--- src/rtl/key_scan_debounce_pkg.sv ---
// Shared definitions for the push-button scanner.
// Per-key filter state encoding and default debounce interval.
package key_scan_debounce_pkg;

  typedef enum logic [1:0] {
    IDLE       = 2'd0,
    PRESS_FILT = 2'd1,
    HELD       = 2'd2,
    REL_FILT   = 2'd3
  } kf_state_e;

  localparam int CNT_MAX_20MS = 999_999;

endpackage

--- src/rtl/key_scan_debounce_key_filter.sv ---
// One push-button: 2-FF synchronizer, edge flop, debounce counter
// and press/release FSM with registered level and pulse outputs.
module key_filter
  import key_scan_debounce_pkg::*;
#(
  parameter int CNT_MAX = CNT_MAX_20MS
) (
  input  logic clk,
  input  logic rst_n,
  input  logic key_n,
  output logic level,
  output logic press,
  output logic rel_pulse
);

  localparam int CW =
    (CNT_MAX < 1) ? 1 : $clog2(CNT_MAX + 1);
  localparam logic [CW-1:0] CNT_LAST =
    CW'(CNT_MAX - 1);

  logic sync1_q, sync2_q, sync3_q;
  kf_state_e state_q, state_d;
  logic [CW-1:0] cnt_q, cnt_d;
  logic level_q, level_d;
  logic press_q, press_d;
  logic rel_q, rel_d;

  logic fall, rise, low;

  assign low  = ~sync2_q;
  assign fall = sync3_q & ~sync2_q;
  assign rise = ~sync3_q & sync2_q;

  always_ff @(posedge clk or negedge rst_n) begin
    if (!rst_n) begin
      sync1_q <= 1'b1;
      sync2_q <= 1'b1;
      sync3_q <= 1'b1;
      state_q <= IDLE;
      cnt_q   <= '0;
      level_q <= 1'b0;
      press_q <= 1'b0;
      rel_q   <= 1'b0;
    end else begin
      sync1_q <= key_n;
      sync2_q <= sync1_q;
      sync3_q <= sync2_q;
      state_q <= state_d;
      cnt_q   <= cnt_d;
      level_q <= level_d;
      press_q <= press_d;
      rel_q   <= rel_d;
    end
  end

  // Confirm on the clock the count would hit CNT_MAX
  always_comb begin
    state_d = state_q;
    cnt_d   = cnt_q;
    level_d = level_q;
    press_d = 1'b0;
    rel_d   = 1'b0;
    unique case (state_q)
      IDLE: begin
        if (fall) begin
          state_d = PRESS_FILT;
          cnt_d   = '0;
        end
      end
      PRESS_FILT: begin
        if (!low) begin
          state_d = IDLE;
          cnt_d   = '0;
        end else if (cnt_q == CNT_LAST) begin
          state_d = HELD;
          cnt_d   = '0;
          press_d = 1'b1;
          level_d = 1'b1;
        end else begin
          cnt_d = cnt_q + CW'(1);
        end
      end
      HELD: begin
        if (rise) begin
          state_d = REL_FILT;
          cnt_d   = '0;
        end
      end
      REL_FILT: begin
        if (low) begin
          state_d = HELD;
          cnt_d   = '0;
        end else if (cnt_q == CNT_LAST) begin
          state_d = IDLE;
          cnt_d   = '0;
          rel_d   = 1'b1;
          level_d = 1'b0;
        end else begin
          cnt_d = cnt_q + CW'(1);
        end
      end
      default: begin
        state_d = IDLE;
        cnt_d   = '0;
      end
    endcase
  end

  assign level     = level_q;
  assign press     = press_q;
  assign rel_pulse = rel_q;

endmodule

--- src/rtl/key_scan_debounce.sv ---
// Debounced key scanner: per-key filters plus a registered
// lowest-index priority encoder for press events.
module key_scan_debounce
  import key_scan_debounce_pkg::*;
#(
  parameter int NUM_KEYS = 4,
  parameter int CNT_MAX  = CNT_MAX_20MS,
  parameter int IDX_W    = 2
) (
  input  logic                sys_clk,
  input  logic                sys_rst_n,
  input  logic [NUM_KEYS-1:0] key_in,
  output logic [NUM_KEYS-1:0] key_level,
  output logic [NUM_KEYS-1:0] key_press,
  output logic [NUM_KEYS-1:0] key_release,
  output logic                key_valid,
  output logic [IDX_W-1:0]    key_index
);

  logic             valid_q, valid_d;
  logic [IDX_W-1:0] index_q, index_d;

  for (genvar g = 0; g < NUM_KEYS; g++) begin : g_key
    key_filter #(
      .CNT_MAX(CNT_MAX)
    ) u_filter (
      .clk      (sys_clk),
      .rst_n    (sys_rst_n),
      .key_n    (key_in[g]),
      .level    (key_level[g]),
      .press    (key_press[g]),
      .rel_pulse(key_release[g])
    );
  end

  // Lowest set bit wins when several keys confirm together
  always_comb begin
    valid_d = |key_press;
    index_d = index_q;
    for (int i = NUM_KEYS - 1; i >= 0; i--) begin
      if (key_press[i]) index_d = IDX_W'(i);
    end
  end

  always_ff @(posedge sys_clk or negedge sys_rst_n) begin
    if (!sys_rst_n) begin
      valid_q <= 1'b0;
      index_q <= '0;
    end else begin
      valid_q <= valid_d;
      index_q <= index_d;
    end
  end

  assign key_valid = valid_q;
  assign key_index = index_q;

endmodule

--- config.mk ---
export PLATFORM = sky130hd
export DESIGN_NAME = key_scan_debounce
export DESIGN_NICKNAME = d
export VERILOG_FILES = /design/src/rtl/key_scan_debounce_pkg.sv /design/src/rtl/key_scan_debounce_key_filter.sv /design/src/rtl/key_scan_debounce.sv
export SDC_FILE = /design/constraint.sdc
export NUM_CORES = 1
export LEC_CHECK = 0
export CAP_MARGIN = 20
export CELL_PAD_IN_SITES_DETAIL_PLACEMENT = 0
export CELL_PAD_IN_SITES_GLOBAL_PLACEMENT = 2
export CORE_UTILIZATION = 39
export DETAILED_ROUTE_END_ITERATION = 7
export PLACE_DENSITY_LB_ADDON = 0.1
export SLEW_MARGIN = 40
export SYNTH_ARGS = -nofsm -noshare
export SYNTH_HDL_FRONTEND = slang
export SYNTH_SLANG_ARGS = --single-unit
--- constraint.sdc ---
create_clock -name sys_clk -period 2.4 [get_ports sys_clk]
set_input_delay 0.72 -clock sys_clk [delete_from_list [all_inputs] [get_ports sys_clk]]
set_output_delay 0.72 -clock sys_clk [all_outputs]
set_load 0.02 [all_outputs]
== Yosys cells after proc, flatten, opt, wreduce, memory -nomap -nowiden ==
Cells that the tools add are included.

* Register bits: 115
* Input port bits: 6
* Output and inout port bits: 15
* Logic and storage cells: 220

* Add/sub/neg operators: 4
* Equal/unequal tests: 48
* Mux-type cells: 96
* Bitwise logic cells: 16
* Reductions and logical operators: 22

{| class="wikitable"
|+ Operators with widths
! cell !! count
|-
| $mux W20 || 20
|-
| $pmux W20 S4 || 4
|-
| $add A20 B1 Y20 const B || 4
|-
| $eq A20 B20 Y1 const B || 4
|-
| $mux W2 || 28
|-
| $ne A2 B1 Y1 const B || 20
|-
| $mux W1 || 36
|-
| $pmux W2 S4 || 4
|-
| $reduce_and A5 Y1 || 4
|-
| $eq A2 B2 Y1 const B || 8
|-
| $reduce_and A4 Y1 || 4
|-
| $ne A3 B1 Y1 const B || 4
|-
| $ne A3 B3 Y1 const B || 4
|-
| $and A1 B1 Y1 || 8
|-
| $eq A2 B1 Y1 const B || 4
|-
| $logic_not A2 Y1 || 4
|-
| $ne A2 B2 Y1 const B || 4
|-
| $not A1 Y1 || 8
|-
| $pmux W1 S2 || 4
|-
| $reduce_and A2 Y1 || 4
|-
| $reduce_bool A2 Y1 || 4
|-
| $reduce_bool A4 Y1 || 1
|-
| $reduce_or A4 Y1 || 1
|}

== Longest topological paths before layout ==
Gate-level depths: netlist of the first run.

* Depth in word-level cells: 4
* Gate-level depth with buffers: 9
* Depth with buffers taken out: 7

== Modules after synthesis ==
A second synthesis of the first run with hierarchy kept.

* Cell total of the unflattened synthesis: 653
* Area total of the unflattened synthesis: 6180.9 um^2

{| class="wikitable"
|+ By module, submodules not included
! module !! times used !! cells each !! area each (um^2)
|-
| key_filter at g_key[0].u_filter ... || 3 || 162 || 1529.0
|-
| key_filter at g_key[3].u_filter || 1 || 158 || 1485.2
|-
| key_scan_debounce || 1 || 9 || 108.9
|}

== Least setup slack after synthesis of the first run ==
OpenSTA, ideal clock, no wires.

* Path kind: register to register
* Start: reg g_key[0].u_filter.cnt_q[13]
* End: reg g_key[0].u_filter.cnt_q[11]
* Setup time: 125 ps
* Arrival time: 1880 ps
* Data required time: 2275 ps
* Path slack: 395 ps
* Stages on the path, launching flop included: 6
* Buffers on the path: 0
* Period minus slack after synthesis: 2005 ps
* Cell sequence: dfrtp_1 -> or4b_4 -> nor4_4 -> a21oi_2 -> and4_1 -> mux2_2

* Word-level cells in the longest chain between the ends: 4

{| class="wikitable"
|+ Ends and longest elaborated chain
! what !! line !! source
|-
| start, declared || key_scan_debounce_key_filter.sv:23 || <nowiki>logic [CW-1:0] cnt_q, cnt_d;</nowiki>
|-
| start signal, assigned || key_scan_debounce_key_filter.sv:49 || <nowiki>cnt_q <= cnt_d;</nowiki>
|-
| $eq A20 B20 Y1 (*) || key_scan_debounce_key_filter.sv:74, key_scan_debounce_key_filter.sv:93 ||
|-
| $mux W20 (*) || key_scan_debounce_key_filter.sv:74, key_scan_debounce_key_filter.sv:93 ||
|-
| $mux W20 (on tied branches) || key_scan_debounce_key_filter.sv:90, key_scan_debounce_key_filter.sv:71 ||
|-
| $pmux W20 S4 (*) || key_scan_debounce_key_filter.sv:63 || <nowiki>unique case (state_q)</nowiki>
|}

Mark *: on every way between the ends. The rest lies on a longest branch, timed or not.
A chain may end at the register's enable or synchronous reset.

== Worst setup path in the final report of the first run ==
Same ends and word-level chain as after synthesis.

==> impl_metrics.tcl, run 1 <==
set metrics [dict create \
    status "finished with violations" \
    violated_checks "DRC" \
    first_global_vias 4701 \
    pre_cts_slack_ns 0.0742 \
    critical-path-top-delay-family "simple AND/OR/NAND/NOR gates" \
    max_freq_mhz 439 \
    powerDensity_nw_per_um2 816 \
    buffers_on_ports 20 \
    dieArea_sq_um 15800 \
    synth.mux.area_fraction_pct 1.55 \
    cts.clk_slew.worst_paths_ns 0.05 \
    grt_first_pass_wirelength_microns 23800 \
    postSynthAreaPerCell_sq_um 9.41 \
    synth-simple-area-share_pct 22.7 \
    ys_dominant_reg_cell "sky130_fd_sc_hd__dfrtp_1" \
    max_cap_violations 0 \
    clock_skew_ns 0.0112 \
    slew_headroom_pct 50.9 \
    power.internal_mw 3.93 \
    ctsRootBufferMaster "sky130_fd_sc_hd__clkbuf_16" \
    worst_ep_required_time_ns 2.70 \
    grt_start_max_net_pins 41 \
    period_needed_ns 2.28 \
    ys_warn_count 0 \
    clock_insertion_delay_worst_skew_ns 0.41 \
    total_power_mw 5.70 \
    power.share.combinational_pct 20.0 \
    power.clock.fraction_pct 40.2 \
    synth_sequential_area_ratio_pct 48.6 \
    hold_class "input port to asynchronous set/reset pin" \
    crit_path_max_incr_delay_ns 0.57 \
    number_of_register_bits_inferred_by_synthesis 115 \
    async_flop_share_pct 100 \
    ctsLongestPathBuffers 2 \
    synth-edff-count 0 \
    critPathSlowestCell "sky130_fd_sc_hd__or4b_4" \
    worstPathMaxFanout 10 \
    drc_errors 3 \
    diodes 0 \
    yosys.cell_types.count 60 \
    drt-total-wl_microns 13900 \
    gr-usage-all-layers_pct 19.0 \
    final_net_count 676 \
    period_share_pct 94.8 \
    critPathArrivalTime_ns 2.58 \
    grt_setup_unrepaired "no" \
    peak_supply_drop_v 0.000656 \
    power_leakage_nw 2.93 \
    setup.worst_path.end_class "register" \
    vias_per_cell 5.74 \
    cts.sinks 115 \
    fill_cells 1406 \
    synth_top_family_by_area "simple AND/OR/NAND/NOR gates" \
    net-switching-power_mw 1.77 \
    setup_slack_ns 0.124 \
    critical_path.n_buffers_inverters 0 \
    setup_tns_ns 0 \
    final_slew_viol_count 0 \
    initial_core_utilization_pct 40.5 \
    area_delta_synth_final_pct 17.3 \
    tritoncts "yes" \
    via_count 4929 \
    die-height_microns 126 \
    cp.depth 5 \
    h-tree-depth 4 \
    synth_area_sq_um 5950 \
    synth_nets 647 \
    post_drt_wl_per_cell_microns 16.1 \
    timing_hold_violations_final 0 \
    drt_iter0_drc 330 \
    synthesized_area_fraction_occupied_by_adder_cells_pct 1.68 \
    synthXorXnorAreaFrac_pct 0.735 \
    switching_share_pct 31.0 \
    first_pass_iters 6 \
    setup.worst_path.class "register to register" \
    detail-route-antenna-nets 0 \
    synth_cells 633 \
    cp_cell_sequence "or4b_4 -> nor4_4 -> a21o_1 -> o21ai_0 -> mux2_2" \
    tritoncts_buffers 17 \
    finish.utilization_pct 47.5 \
    synth_compound_area_share_pct 19.8 \
    coreArea_sq_um 14700 \
    place_hpwl_microns 9400 \
    die_w_microns 126 \
    globalplace.congestion 0.797 \
    tightest_pin_transition_ns 0.737 \
    finalSetupViolations 0 \
    number_of_antenna_violations_at_the_first_check_in_global_routing 0 \
    fraction_of_final_layout_cells_sized_beyond_drive_strength_1_pct 12.9 \
    startpoint_type "register" \
    grt_remaining_overflow 0 \
    floorplan.rows 44 \
    share_seq_of_total_power_pct 39.7 \
    ios 21 \
    worst_r2r_path_depth 5 \
]
[area by class of cell]
class,count,area (sq um),share of cell area (%)
timing repair buffer,52,463,6.63
sequential,115,2890,41.4
tap,184,230,3.30
clock inverter,5,25.0,0.358
clock buffer,27,513,7.35
inverter,21,78.8,1.13
multi-input combinational,455,2780,39.8
[sequential cells by signal (all words and copies together), names as in the netlist, named ones only]
register	cells
g_key.u_filter.sync3_q	4
g_key.u_filter.press	4
g_key.u_filter.sync1_q	4
g_key.u_filter.level	4
key_index	2
g_key.u_filter.sync2_q	4
key_valid	1
g_key.u_filter.rel_pulse	4
g_key.u_filter.cnt_q	80
g_key.u_filter.state_q	4
[power by group through the flow]
stage,Combinational [mW],Clock [mW],Sequential (mW)
after floorplan,0.774,0,2.24
after global placement,1.13,0,2.29
after detailed placement,1.15,0,2.29
after CTS,1.15,2.36,2.26
after global routing,1.30,2.46,2.29
final,1.14,2.29,2.26
[placed cells by master (no fill, tap or decap), types with 5 or more instances in the layout]
master and count:
sky130_fd_sc_hd__and4_1 9, sky130_fd_sc_hd__nand2_1 64, sky130_fd_sc_hd__a21oi_1 40, sky130_fd_sc_hd__buf_4 31, sky130_fd_sc_hd__a31oi_1 50, sky130_fd_sc_hd__clkbuf_1 5, sky130_fd_sc_hd__dfrtp_1 103, sky130_fd_sc_hd__nand3_1 38
sky130_fd_sc_hd__inv_1 21, sky130_fd_sc_hd__clkdlybuf4s50_1 19, sky130_fd_sc_hd__a21o_1 5, sky130_fd_sc_hd__nor2_1 40, sky130_fd_sc_hd__and2_1 8, sky130_fd_sc_hd__xor2_1 5, sky130_fd_sc_hd__clkbuf_8 5, sky130_fd_sc_hd__a41oi_1 13
sky130_fd_sc_hd__mux2i_1 7, sky130_fd_sc_hd__o21ai_0 34, sky130_fd_sc_hd__a221o_1 5, sky130_fd_sc_hd__dfstp_2 12, sky130_fd_sc_hd__clkinv_2 5, sky130_fd_sc_hd__and3_1 16, sky130_fd_sc_hd__ha_1 8, sky130_fd_sc_hd__nand2b_1 8
sky130_fd_sc_hd__nand4_1 23, sky130_fd_sc_hd__nor3_1 19, sky130_fd_sc_hd__clkbuf_16 17
[stage by stage]
stage | area, sq um | instances | hold slack (ns)
after floorplan | 5950 | 633 | 0.345
after global placement | 6430 | 827 | 0.346
after detailed placement | 6440 | 827 | 0.347
after CTS | 6980 | 859 | 0.327
after global routing | 6980 | 859 | 0.345
final | 6980 | 859 | 0.314
[cell families after synthesis]
group / count (synthesis)
xor gates and xnor gates: 5
and+or+nand+nor: 252
DFF: 115
muxes: 9
adders and majority gates: 8
buffers and inverters: 63
AOI/OAI and AO/OA: 181
[synth_stat cells (all sizes together) (4+ instances only)]
master | number | share of area (%)
nor4 | 5 | 0.78
and4 | 9 | 1.3
a21oi | 43 | 3.7
nand4 | 23 | 2.4
inv | 21 | 1.3
a21o | 5 | 0.63
clkbuf | 18 | 1.1
a221o | 5 | 0.84
a31oi | 50 | 5.3
nand2b | 8 | 0.84
a2bb2oi | 4 | 0.59
o21ai | 35 | 2.9
or4b | 4 | 0.74
a221oi | 4 | 0.59
xor2 | 5 | 0.74
dfstp | 12 | 5.3
nor3 | 20 | 1.8
nand3 | 39 | 3.4
buf | 24 | 2.6
and2 | 8 | 0.84
a22o | 4 | 0.59
a41oi | 13 | 1.9
and3 | 16 | 1.7
ha | 8 | 1.7
mux2i | 7 | 1.2
nand2 | 64 | 4.0
dfrtp | 103 | 43
nor4b | 4 | 0.69
nor2 | 40 | 2.5
[worst paths after layout]
| kind | start | endpoint | slack [ns] |
|---|---|---|---|
| hold / removal | sys_rst_n | g_key[3].u_filter.cnt_q[6] | 0.31 |
| setup / recovery | g_key[0].u_filter.cnt_q[13] | g_key[0].u_filter.cnt_q[11] | 0.12 |
| hold reg to reg | g_key[3].u_filter.sync1_q | g_key[3].u_filter.sync2_q | 0.35 |
| max in group asynchronous | sys_rst_n | g_key[0].u_filter.sync2_q | 1.40 |
| min in group sys_clk | g_key[3].u_filter.sync1_q | g_key[3].u_filter.sync2_q | 0.35 |
| setup reg to reg | g_key[0].u_filter.cnt_q[13] | g_key[0].u_filter.cnt_q[11] | 0.12 |
[layer usage]
layer	share of wire, %	wire length, microns	vias to the layer above	global-route usage [%]
met3	4.2	577	5	5.61
li1	-	-	2428	-
met2	45	6240	68	28.3
met1	50	6960	2428	26.8
met4	0.62	86	0	5.24
met5	0	0	-	0
[timing repair]
action	CTS	global route
gates resized for setup	0	1
setup buffers	0	0
hold buffers	0	0
endpoints found under the setup margin	0	15
(Power assumes the default switching activity.)
==> run 2: changes to the inputs <==
--- a/config.mk
+++ b/config.mk
@@ -10,6 +10,7 @@
 export CELL_PAD_IN_SITES_GLOBAL_PLACEMENT = 2
 export CORE_UTILIZATION = 39
 export DETAILED_ROUTE_END_ITERATION = 7
+export GPL_TIMING_DRIVEN = 0
 export PLACE_DENSITY_LB_ADDON = 0.1
 export SLEW_MARGIN = 40
 export SYNTH_ARGS = -nofsm -noshare
==> run 2 against run 1 <==
- the flow still finishes with violations (DRC)
- combinational power hardly changed
- worst setup slack worse by 0.011 ns
- sequential power hardly changed
- power is 4.1% higher
- maximum frequency is 0.47% lower
- clock power is 9.6% higher
- register-to-register slack better by 0.03 ns
- first-iteration DRC count is 11% lower
- utilization is 0.60 points higher
- clock skew is 0.0016 ns lower
- non-clock buffer count is 12 higher
- highest routed layer unchanged
==> impl_metrics.tcl, run 2 (synthesis results as in run 1) <==
set metrics [dict create \
    clock_skew_ns 0.00955 \
    power_leakage_nw 2.97 \
    diodes 0 \
    slew_headroom_pct 51.6 \
    violated_checks "DRC" \
    regToRegSetupSlack_ns 0.15 \
    area_delta_synth_final_pct 18.7 \
    ctsRootBufferMaster "sky130_fd_sc_hd__clkbuf_16" \
    period_share_pct 95.3 \
    fill_cells 1379 \
    clock_insertion_delay_worst_skew_ns 0.43 \
    fraction_of_final_layout_cells_sized_beyond_drive_strength_1_pct 13.2 \
    number_of_antenna_violations_at_the_first_check_in_global_routing 0 \
    post_cts_buffers 0 \
    crit_path_max_incr_delay_ns 0.59 \
    vias_per_cell 5.79 \
    status "finished with violations" \
    critPathArrivalTime_ns 1.57 \
    buffers_on_ports 20 \
    finalSetupViolations 0 \
    max_cap_violations 0 \
    worst_ep_required_time_ns 1.68 \
    timing_hold_violations_final 0 \
    largest_register_ff_count 80 \
    worstPathMaxFanout 4 \
    cts.sinks 115 \
    drc_errors 3 \
    critical_path.n_buffers_inverters 2 \
    cts.clk_slew.worst_paths_ns 0.06 \
    first_pass_iters 7 \
    final_net_count 688 \
    most-common-layout-cells "sky130_fd_sc_hd__dfrtp_1 (103), sky130_fd_sc_hd__nand2_1 (64), sky130_fd_sc_hd__a31oi_1 (50)" \
    ios 21 \
    finish.utilization_pct 48.1 \
    die_w_microns 126 \
    cp_cell_sequence "buf_4 -> clkdlybuf4s50_1" \
    critPathSlowestCell "sky130_fd_sc_hd__clkdlybuf4s50_1" \
    largest_register "g_key.u_filter.cnt_q" \
    setup.worst_path.end_class "output port" \
    post_drt_wl_per_cell_microns 16.3 \
    dieArea_sq_um 15800 \
    startpoint_type "register" \
    tritoncts "yes" \
    die-height_microns 126 \
    tightest_pin_transition_ns 0.727 \
    drt-total-wl_microns 14200 \
    grt_remaining_overflow 0 \
    via_count 5040 \
    tritoncts_buffers 17 \
    grt_setup_unrepaired "no" \
    initial_core_utilization_pct 40.5 \
    critical-path-top-delay-family "buffers and inverters" \
    grt_first_pass_wirelength_microns 24000 \
    max_freq_mhz 437 \
    layout.cells.most_common "sky130_fd_sc_hd__dfrtp_1" \
    drt_iter0_drc 294 \
    floorplan.rows 44 \
    place_hpwl_microns 9270 \
    powerDensity_nw_per_um2 839 \
    h-tree-depth 4 \
    hold_class "input port to asynchronous set/reset pin" \
    final_slew_viol_count 0 \
    ctsLongestPathBuffers 2 \
    gr-usage-all-layers_pct 19.2 \
    coreArea_sq_um 14700 \
    first_global_vias 4670 \
    grt_start_max_net_pins 59 \
    period_needed_ns 2.29 \
    setup.worst_path.class "register to output port" \
    peak_supply_drop_v 0.000561 \
    globalplace.congestion 0.773 \
    setup_tns_ns 0 \
    detail-route-antenna-nets 0 \
]
==> run 2: changes by cell type in the layout (fill, tap and decap cells not counted), moves of 2 or more <==
| cell | change |
|---|---|
| sky130_fd_sc_hd__clkinvlp_4 | +4 |
| sky130_fd_sc_hd__a221oi_2 | +3 |
| sky130_fd_sc_hd__buf_2 | +9 |
| sky130_fd_sc_hd__bufinv_16 | +2 |
| sky130_fd_sc_hd__buf_4 | -16 |
| sky130_fd_sc_hd__buf_12 | -2 |
| sky130_fd_sc_hd__clkbuf_2 | +2 |
| sky130_fd_sc_hd__clkbuf_1 | +11 |
| sky130_fd_sc_hd__clkinv_4 | +6 |
| sky130_fd_sc_hd__clkbuf_8 | -5 |
| sky130_fd_sc_hd__clkinv_2 | -3 |
| sky130_fd_sc_hd__a221oi_1 | -3 |
==> run 2: power by group <==
| part | internal, mW | leakage, nW | switching (mW) |
|---|---|---|---|
| clock network | 1.53 | 0.275 | 0.975 |
| registers | 2.08 | 1.55 | 0.172 |
| logic | 0.357 | 1.15 | 0.816 |
| total | 3.97 | 2.97 | 1.96 |
==> run 2: metal layers <==
layer  wire length (microns)  part of all wire [%]  vias up  global-route usage [%]
li1                        -                     -     2458                       -
met1                    7150                    50     2478                    27.2
met2                    6380                    45       83                    28.6
met3                     489                   3.4       21                    4.58
met4                     178                   1.3        0                    7.03
met5                       0                     0        -                       0
==> run 2: cell type report <==
cell class                      instances  area, sq um  share of cell area, %
Buffer                                 42          224                   3.17
Clock buffer                           17          425                   6.02
Clock inverter                         15          161                   2.28
Inverter                               21         78.8                   1.11
Multi-Input combinational cell        455         2820                   39.9
Sequential cell                       115         2890                   40.9
Tap cell                              184          230                   3.26
Timing Repair Buffer                   22          240                   3.40
==> run 2: repair_timing <==
action | CTS | global route
hold buffers | 0 | 0
resized for setup | 1 | 8
hold endpoints to repair | 0 | 0
setup endpoints to repair | 1 | 36
==> run 2: stage by stage <==
stage / instances / worst slack, ns / hold WS [ns] / power, mW / instance area, sq um
2_1_floorplan: 633 / 0.395 / 0.345 / 3.01 / 5950
3_3_place_gp: 837 / -4.07 / 0.346 / 3.40 / 6380
3_5_place_dp: 839 / 0.0167 / 0.348 / 3.45 / 6440
4_1_cts: 871 / 0.0759 / 0.236 / 5.98 / 7030
5_1_grt: 871 / 0.00264 / 0.250 / 6.27 / 7070
6_report: 871 / 0.113 / 0.224 / 5.93 / 7070
==> run 2: final timing paths <==
path                       depth (start not counted)                   startpoint                           to
max                                                2      g_key[1].u_filter.press                 key_press[1]
min                                                1                    sys_rst_n   g_key[3].u_filter.cnt_q[5]
max reg2reg                                        6  g_key[0].u_filter.cnt_q[13]  g_key[0].u_filter.cnt_q[15]
min reg2reg                                        0    g_key[3].u_filter.sync1_q    g_key[3].u_filter.sync2_q
max in group asynchronous                          2                    sys_rst_n    g_key[0].u_filter.sync3_q
min in group sys_clk                               0    g_key[3].u_filter.sync1_q    g_key[3].u_filter.sync2_q
